[src/rtl/fifo_push_arb_pkg.sv]
`default_nettype none
// +------------------------------------------------------------------+
// | fifo_push_arb_pkg: shared types and round-robin pick helper      |
// | Rev 1.0                                                          |
// +------------------------------------------------------------------+
package fifo_push_arb_pkg;

  localparam int MAX_N  = 16;
  localparam int MAX_IW = 4;

  typedef enum logic [0:0] {
    IDLE   = 1'b0,
    LOCKED = 1'b1
  } state_t;

  typedef struct packed {
    logic              vld;
    logic [MAX_IW-1:0] idx;
  } pick_t;

  // Rotate so ptr lands at bit 0, find the lowest set bit, map back to a requester index.
  function automatic pick_t rr_pick(input logic [MAX_N-1:0] req,
                                    input logic [MAX_IW-1:0] ptr,
                                    input int unsigned n);
    pick_t             res;
    logic [MAX_N-1:0]  rot;
    int unsigned       pos;
    res = '0;
    rot = '0;
    for (int unsigned k = 0; k < MAX_N; k++) begin
      if (k < n) begin
        pos    = (32'(ptr) + k) % n;
        rot[k] = req[pos[MAX_IW-1:0]];
      end
    end
    for (int unsigned k = MAX_N; k > 0; k--) begin
      if (rot[k-1]) begin
        pos     = (32'(ptr) + k - 1) % n;
        res.vld = 1'b1;
        res.idx = pos[MAX_IW-1:0];
      end
    end
    return res;
  endfunction

endpackage
`default_nettype wire

[src/rtl/fifo_push_arb_rr_picker.sv]
`default_nettype none
// +------------------------------------------------------------------+
// | rr_picker: combinational round-robin winner search from ptr      |
// | Rev 1.0                                                          |
// +------------------------------------------------------------------+
module rr_picker
  import fifo_push_arb_pkg::*;
#(
  parameter int N = 4
) (
  input  logic [N-1:0]         req,
  input  logic [$clog2(N)-1:0] ptr,
  output logic                 vld,
  output logic [$clog2(N)-1:0] idx
);

  localparam int IW = $clog2(N);

  pick_t pick;
  logic  unused_idx_bits;

  always_comb begin
    pick = rr_pick(MAX_N'(req), MAX_IW'(ptr), 32'(N));
  end

  assign vld             = pick.vld;
  assign idx             = pick.idx[IW-1:0];
  assign unused_idx_bits = ^pick.idx;

endmodule
`default_nettype wire

[src/rtl/fifo_push_arb.sv]
`default_nettype none
// +------------------------------------------------------------------+
// | fifo_push_arb: packet-locked round-robin FIFO push-port arbiter  |
// | Rev 1.0                                                          |
// +------------------------------------------------------------------+
module fifo_push_arb
  import fifo_push_arb_pkg::*;
#(
  parameter int N         = 4,
  parameter int W         = 32,
  parameter int MAX_BEATS = 16
) (
  input  logic                 clk,
  input  logic                 rst,
  input  logic [N-1:0]         req,
  input  logic [N*W-1:0]       req_data,
  input  logic [N-1:0]         req_last,
  output logic [N-1:0]         ack,
  input  logic                 full_r,
  output logic                 push,
  output logic [W-1:0]         push_data,
  output logic [$clog2(N)-1:0] owner_r,
  output logic                 locked_r,
  output logic                 err_len_r
);

  localparam int             IW       = $clog2(N);
  localparam int             CW       = $clog2(MAX_BEATS + 1);
  localparam logic [CW-1:0]  CNT_MAX  = CW'(MAX_BEATS);
  localparam logic [IW-1:0]  LAST_IDX = IW'(N - 1);

  state_t        state_q, state_d;
  logic [IW-1:0] rr_ptr_q, rr_ptr_d;
  logic [IW-1:0] owner_q, owner_d;
  logic [CW-1:0] beat_cnt_q, beat_cnt_d;
  logic          err_q, err_d;

  logic          pick_vld;
  logic [IW-1:0] pick_idx;
  logic [IW-1:0] sel_idx;
  logic          sel_req;
  logic          sel_last;
  logic          grant;

  rr_picker #(.N(N)) u_picker (
    .req (req),
    .ptr (rr_ptr_q),
    .vld (pick_vld),
    .idx (pick_idx)
  );

  // While locked only the owner is eligible; reset and full both veto any push.
  always_comb begin
    sel_idx   = (state_q == LOCKED) ? owner_q : pick_idx;
    sel_req   = 1'b0;
    sel_last  = 1'b0;
    ack       = '0;
    push_data = '0;
    for (int i = 0; i < N; i++) begin
      if (sel_idx == IW'(i)) begin
        sel_req  = req[i];
        sel_last = req_last[i];
      end
    end
    grant = rst && !full_r && sel_req && ((state_q == LOCKED) || pick_vld);
    for (int i = 0; i < N; i++) begin
      if (grant && (sel_idx == IW'(i))) begin
        ack[i]    = 1'b1;
        push_data = req_data[i*W +: W];
      end
    end
    push = grant;
  end

  always_comb begin
    state_d    = state_q;
    rr_ptr_d   = rr_ptr_q;
    owner_d    = owner_q;
    beat_cnt_d = beat_cnt_q;
    err_d      = err_q;
    if (grant) begin
      owner_d = sel_idx;
      if (sel_last) begin
        state_d    = IDLE;
        rr_ptr_d   = (sel_idx == LAST_IDX) ? '0 : sel_idx + 1'b1;
        beat_cnt_d = '0;
      end else if (state_q == IDLE) begin
        state_d    = LOCKED;
        beat_cnt_d = CW'(1);
      end else begin
        if (32'(beat_cnt_q) + 1 == MAX_BEATS) begin
          err_d = 1'b1;
        end
        if (beat_cnt_q != CNT_MAX) begin
          beat_cnt_d = beat_cnt_q + 1'b1;
        end
      end
    end
  end

  always_ff @(posedge clk) begin
    if (!rst) begin
      state_q    <= IDLE;
      rr_ptr_q   <= '0;
      owner_q    <= '0;
      beat_cnt_q <= '0;
      err_q      <= 1'b0;
    end else begin
      state_q    <= state_d;
      rr_ptr_q   <= rr_ptr_d;
      owner_q    <= owner_d;
      beat_cnt_q <= beat_cnt_d;
      err_q      <= err_d;
    end
  end

  assign owner_r   = owner_q;
  assign locked_r  = (state_q == LOCKED);
  assign err_len_r = err_q;

endmodule
`default_nettype wire

[config.mk]
export PLATFORM = sky130hd
export DESIGN_NAME = fifo_push_arb
export DESIGN_NICKNAME = d
export VERILOG_FILES = /design/src/rtl/fifo_push_arb_pkg.sv /design/src/rtl/fifo_push_arb_rr_picker.sv /design/src/rtl/fifo_push_arb.sv
export SDC_FILE = /design/constraint.sdc
export NUM_CORES = 1
export LEC_CHECK = 0
export CORE_UTILIZATION = 33
export CTS_CLUSTER_DIAMETER = 50
export DETAILED_ROUTE_END_ITERATION = 12
export HOLD_SLACK_MARGIN = 0.06
export PLACE_DENSITY = 0.95
export SETUP_SLACK_MARGIN = 0.3
export SYNTH_ARGS = -nofsm -noshare
export SYNTH_HDL_FRONTEND = slang
export SYNTH_SLANG_ARGS = --single-unit
[constraint.sdc]
create_clock -name clk -period 5.33 [get_ports clk]
set_clock_uncertainty 0.15 [all_clocks]
set_input_delay 0.7995 -clock clk [delete_from_list [all_inputs] [get_ports clk]]
set_output_delay 0.7995 -clock clk [all_outputs]
set_load 0.03 [all_outputs]
After elaboration in Yosys (flattened, before gate mapping)
Index checks and enable logic that the tools add are counted.

cells by class
  reductions and logical operators = 13
  order comparisons = 4
  add/subtract/negate cells = 11
  eq/ne operators = 6
  multiplexer cells = 34
  bitwise operators = 1

operators with widths
  cell                                                    count
  2-to-1 mux 32 bit                                       4
  2-to-1 mux 5 bit                                        7
  < comparator 2 x 5 -> 1 bit (second input constant)     4
  2-to-1 mux 1 bit                                        17
  binary-select mux 1 bit (select 2 bit)                  4
  subtractor 2 x 1 -> 2 bit (second input constant)       4
  logical AND 1 bit                                       7
  adder 2 x 1 -> 2 bit (second input constant)            3
  adder 5 x 1 -> 6 bit (second input constant)            1
  == test 6 x 5 -> 1 bit (second input constant)          1
  adder 5 x 1 -> 5 bit (second input constant)            1
  inequality test 5 bit (second input constant)           1
  adder 2 bit (second input constant)                     2
  == test 2 bit (second input constant)                   2
  2-to-1 mux 2 bit                                        2
  AND reduction 2 bit                                     2
  AND reduction 4 bit                                     1
  inequality test 3 x 1 -> 1 bit (second input constant)  1
  == test 2 x 1 -> 1 bit (second input constant)          1
  zero test 2 bit                                         1
  zero test 1 bit                                         1
  logical OR 1 bit                                        1
  NOT 1 bit                                               1

storage, ports and cells
  flip-flop bits (word level) = 11
  output and inout bits = 41
  logic and storage cells = 74
  bits of input ports = 139

Logic depth before layout (Yosys ltp)
  word-level depth = 20
  depth in mapped cells = 15
  mapped depth without buffers = 12

Cells and area by module
Synthesis repeated with hierarchy kept, for this count alone.

unflattened totals
  cell total of the unflattened synthesis = 292
  area, all modules = 2,145.8 um2

modules (own cells, without submodules)
  module         times used  area each (um2)  cells an instance
  fifo_push_arb  1           2,073.2          280
  rr_picker      1           72.6             12

Least setup slack after synthesis
No wires, ideal clock.

  kind = input to output
  from = input port req[1]
  to = output port push_data[10]
  stages = 12
  buffers on the path = 2
  path slack = 1.162 ns
  arrival time = 3.219 ns
  path through = inv_1 > a21oi_1 > o221ai_1 > o21ai_0 > inv_1 > ha_1 > nor3b_1 > a2111oi_4 > nand2_4 > buf_6 > buf_2 > nor2_1

between the ends
  longest elaborated chain between the ends = 19
  elaborated cells on any way between the ends = 32
  classes of those cells = 3 x eq/ne; 21 x mux; 8 x reduce/logical

ends and longest elaborated chain
  item                                    RTL line                                  source
  from (decl)                             fifo_push_arb.sv:15                       input logic [N-1:0] req,
  binary-select mux 1 bit (select 2 bit)  fifo_push_arb_pkg.sv:33                   rot[k] = req[pos[MAX_IW-1:0]];
  2-to-1 mux 1 bit (implied by the code)  fifo_push_arb_pkg.sv:33
  2-to-1 mux 5 bit (3 in series)          fifo_push_arb_pkg.sv:37                   if (rot[k-1]) begin
  2-to-1 mux 5 bit (*)                    fifo_push_arb_pkg.sv:37
  2-to-1 mux 2 bit (*)                    fifo_push_arb.sv:54                       sel_idx = (state_q == LOCKED) ? owner_q : pick_idx;
  via sel_idx[0]                          fifo_push_arb.sv:40                       logic [IW-1:0] sel_idx;
  zero test 2 bit                         fifo_push_arb.sv:60, fifo_push_arb.sv:67
  2-to-1 mux 1 bit (4 in series)          fifo_push_arb.sv:60                       if (sel_idx == IW'(i)) begin
  logical AND 1 bit (2 in series)         fifo_push_arb.sv:65                       grant = rst && !full_r && sel_req && ((state_q == LOCKED) || pick_vld);
  logical AND 1 bit                       fifo_push_arb.sv:67                       if (grant && (sel_idx == IW'(i))) begin
  2-to-1 mux 32 bit (3 in series)         fifo_push_arb.sv:67
  2-to-1 mux 32 bit (*)                   fifo_push_arb.sv:67
  to (decl)                               fifo_push_arb.sv:21                       output logic [W-1:0] push_data,

The timed path passes the listed nets; every way through them passes the cells marked *. The select of a mux whose other input is x is not followed.

Worst setup path after layout
  from = input port req[3]
  to = output port push_data[0]

Same word-level chain as after synthesis.

==> reports/qor.yml <==
outcome:
  status: "complete, no violations"
worst_hold_path:
  hold_depth: 1
  hold_end: "err_len_r$_SDFFE_PN0P_"
  min_from: "err_len_r$_SDFFE_PN0P_"
  hp-class: "flip-flop to flip-flop"
synthesis:
  synth_nets: 433
  postSynthAreaPerCell_sq_um: 6.58
  synth_warnings: 0
  synthArstFlopShare_pct: 0
  synth_seq_area_share_pct: 11.7
  synthesis.area_sq_um: 1890
  synthCells: 287
  ys.flop_type: "dfxtp_1"
  synth_cell_types: 39
  synth_edf_count: 0
  ys_seq_elements: 11
detailed_routing:
  drt-total-wl_microns: 8570
  drt_pass1_iterations: 5
  routed_via_density: 5.61
  wl_per_cell_microns: 16.5
  drc: 0
  vias: 2918
  drt-initial-drc-count: 136
  drt.antenna.violating_nets: 0
setup_path:
  r2r_slack_ns: 1.96
  cp-start-kind: "input pin"
  cp_max_fo: 68
  crit_path_max_incr_delay_ns: 0.68
  worst_r2r_path_depth: 13
  crit_slowest_cell: "clkdlybuf4s50_1"
  reg2reg_from: "rr_ptr_q[1]$_SDFFE_PN0P_"
  required_ns: 4.38
  worstPathCellList: "clkdlybuf4s50_1, inv_1, a41oi_1, a32oi_2, inv_1, ha_2, buf_12, a211oi_1, o21ai_1, nand2_4, nor2_1, clkdlybuf4s50_1"
  cp.arrival_ns: 4.00
  r2r_end: "beat_cnt_q[1]$_SDFFE_PN0P_"
  cp-end-kind: "output port"
  path_class: "input pin to output port"
layout:
  seq_area_sq_um: 220
  diodes: 0
  final_cell_area_sq_um: 3740
  syn_to_final_growth_pct: 98.3
  fillCellCount: 457
  nets: 595
  multiInputGateArea_sq_um: 1540
  drive_above_1_share_pct: 10.9
placement:
  hpwlAfterDp_microns: 6320
  gp_congestion: 0.846
  io_buffers: 179
  post_dp_cell_area_sq_um: 3650
cts:
  cts_made_buffers: 3
  insertion_delay_ns: 0.24
  cts_tree: "done"
  ctsHoldBuffers: 0
  cts-root-buf: "clkbuf_8"
  clockBufferDepth: 2
  clkTransAtPathRegs_ns: 0.05
  cts_sinks: 11
  htreeDepth: 1
power_and_ir_drop:
  p_total_w: 0.000649
  ir_drop_uv: 113
  powerDensity_nw_per_um2: 173
  leakage_nw: 1.53
floorplanning:
  die_y_microns: 77.6
  die_area_sq_um: 6030
  start_util_pct: 34.3
  coreArea_sq_um: 5510
  die_w_microns: 77.6
  rows: 27
  ios: 180
timing:
  layout_min_cycle_time_ns: 4.95
  slew_viol_final: 0
  setup_viol: 0
  timing.fmax_mhz: 202
  whs_ns: 0.332
  fin_crit_sh_pct: 92.9
  hold_viol: 0
  tns_ns: 0
  rsz0062_at_grt: "true"
  worst_slew_pin_slew_ns: 0.621
  slew_headroom_pct: 58.3
global_routing:
  grt.total_usage_pct: 26.8
  grt_use_met2_pct: 51.2
  antenna_found_initial: 0
  met3_usage_pct: 5.29
  globalRouteMet1Util_pct: 29.5
  grt_pass1_vias: 2807
  grt_overflow: 0
  top_usage_layer: "met2"
  grt_max_degree: 69
  grt_pass1_wl_microns: 13100
flow_run:
  drv_cap: 0
-- cell type report --
| class | instances | area share, % |
|---|---|---|
| repair buffers | 186 | 48.5 |
| multi-input cells | 238 | 41.1 |
| flip-flops and latches | 11 | 5.88 |
| well taps | 72 | 2.41 |
| clock buffers | 4 | 1.20 |
| inverters | 9 | 0.902 |
-- kinds of logic (layout without fill, tap and decap cells) --
family | after synthesis | after routing | synth area share, %
multiplexers | 3 | 3 | 1.59
AO/OA/AOI/OAI | 96 | 96 | 37.2
AND/OR/NAND/NOR | 131 | 132 | 36.3
buffers and inverters | 39 | 199 | 8.62
adder cells (fa/ha/maj) | 7 | 7 | 4.64
flip-flops | 11 | 11 | 11.7
-- cell usage after synthesis, types with 3 or more instances --
cell / count / share of area (%)
a21oi_1: 37 / 9.8
a221oi_1: 32 / 15
a22o_1: 5 / 2.3
a32o_1: 3 / 1.6
buf_2: 4 / 1.1
clkbuf_1: 24 / 4.8
dfxtp_1: 11 / 12
ha_1: 7 / 4.6
inv_1: 8 / 1.6
mux2i_1: 3 / 1.6
nand2_1: 5 / 0.99
nand3_1: 6 / 1.6
nor2_1: 38 / 7.6
nor2b_1: 37 / 12
nor3_1: 33 / 8.7
o21ai_0: 5 / 1.3
-- power by group --
| group | switching (W) | total (W) | leakage [nW] | internal (W) |
|---|---|---|---|---|
| combinational | 0.000234 | 0.000469 | 1.42 | 0.000234 |
| sequential | 0.00000674 | 0.0000929 | 0.0890 | 0.0000861 |
| clock | 0.0000343 | 0.0000871 | 0.0228 | 0.0000528 |
-- worst max path at each step --
stage,endpoint,startpoint,slack (ns)
4_1_cts,push_data[1],req[1],0.33
5_1_grt,push_data[0],req[1],0.23
6_report,push_data[0],req[3],0.38
2_1_floorplan,push_data[10],req[1],1.16
3_5_place_dp,push_data[1],req[1],0.06
3_3_place_gp,push_data[26],req[1],0.24
-- registers in the layout, indices dropped and copies added (netlist names) --
name        cells
err_len_r       1
owner_r         2
rr_ptr_q        2
beat_cnt_q      5
locked_r        1
-- through the flow --
step	util (%)	setup WS [ns]	cells
3_3_place_gp	66.3	0.240	514
5_1_grt	68.0	0.226	520
2_1_floorplan	-	1.16	287
3_5_place_dp	66.3	0.0621	514
4_1_cts	67.5	0.333	520
6_report	68.0	0.379	520
-- worst max-delay path: cells and delay by family --
family / cells / cell delay, ns
fa+ha+maj: 1 / 0.21
simple gates: 2 / 0.43
compound gates: 4 / 0.87
buf+inv: 5 / 1.67
-- per-layer routing --
metal  up-vias  wire length, microns
met5         -                     0
met4         0                   229
met3        24                   660
met2       146                  4380
met1      1356                  3290
li1       1392                     -
-- cell usage in the layout (no fill, tap or decap), drive strengths merged, types with 3 or more instances in the layout --
cell type / count
a21oi: 37
a211oi: 3
clkdlybuf4s50: 147
dlymetal6s2s: 5
mux2i: 3
a221oi: 32
o21ai: 5
ha: 7
a22o: 5
nor2b: 37
a32o: 3
dfxtp: 11
inv: 9
nand2: 7
nor2: 38
clkbuf: 4
nor3: 34
buf: 34
nand3: 6
-- timing repair --
item	4_1_cts	5_1_grt
buffers inserted	1	0
pin swaps	1	1
resized for setup	4	8
setup endpoints to repair	19	19
cloned	1	0
(Power assumes the default switching activity.)
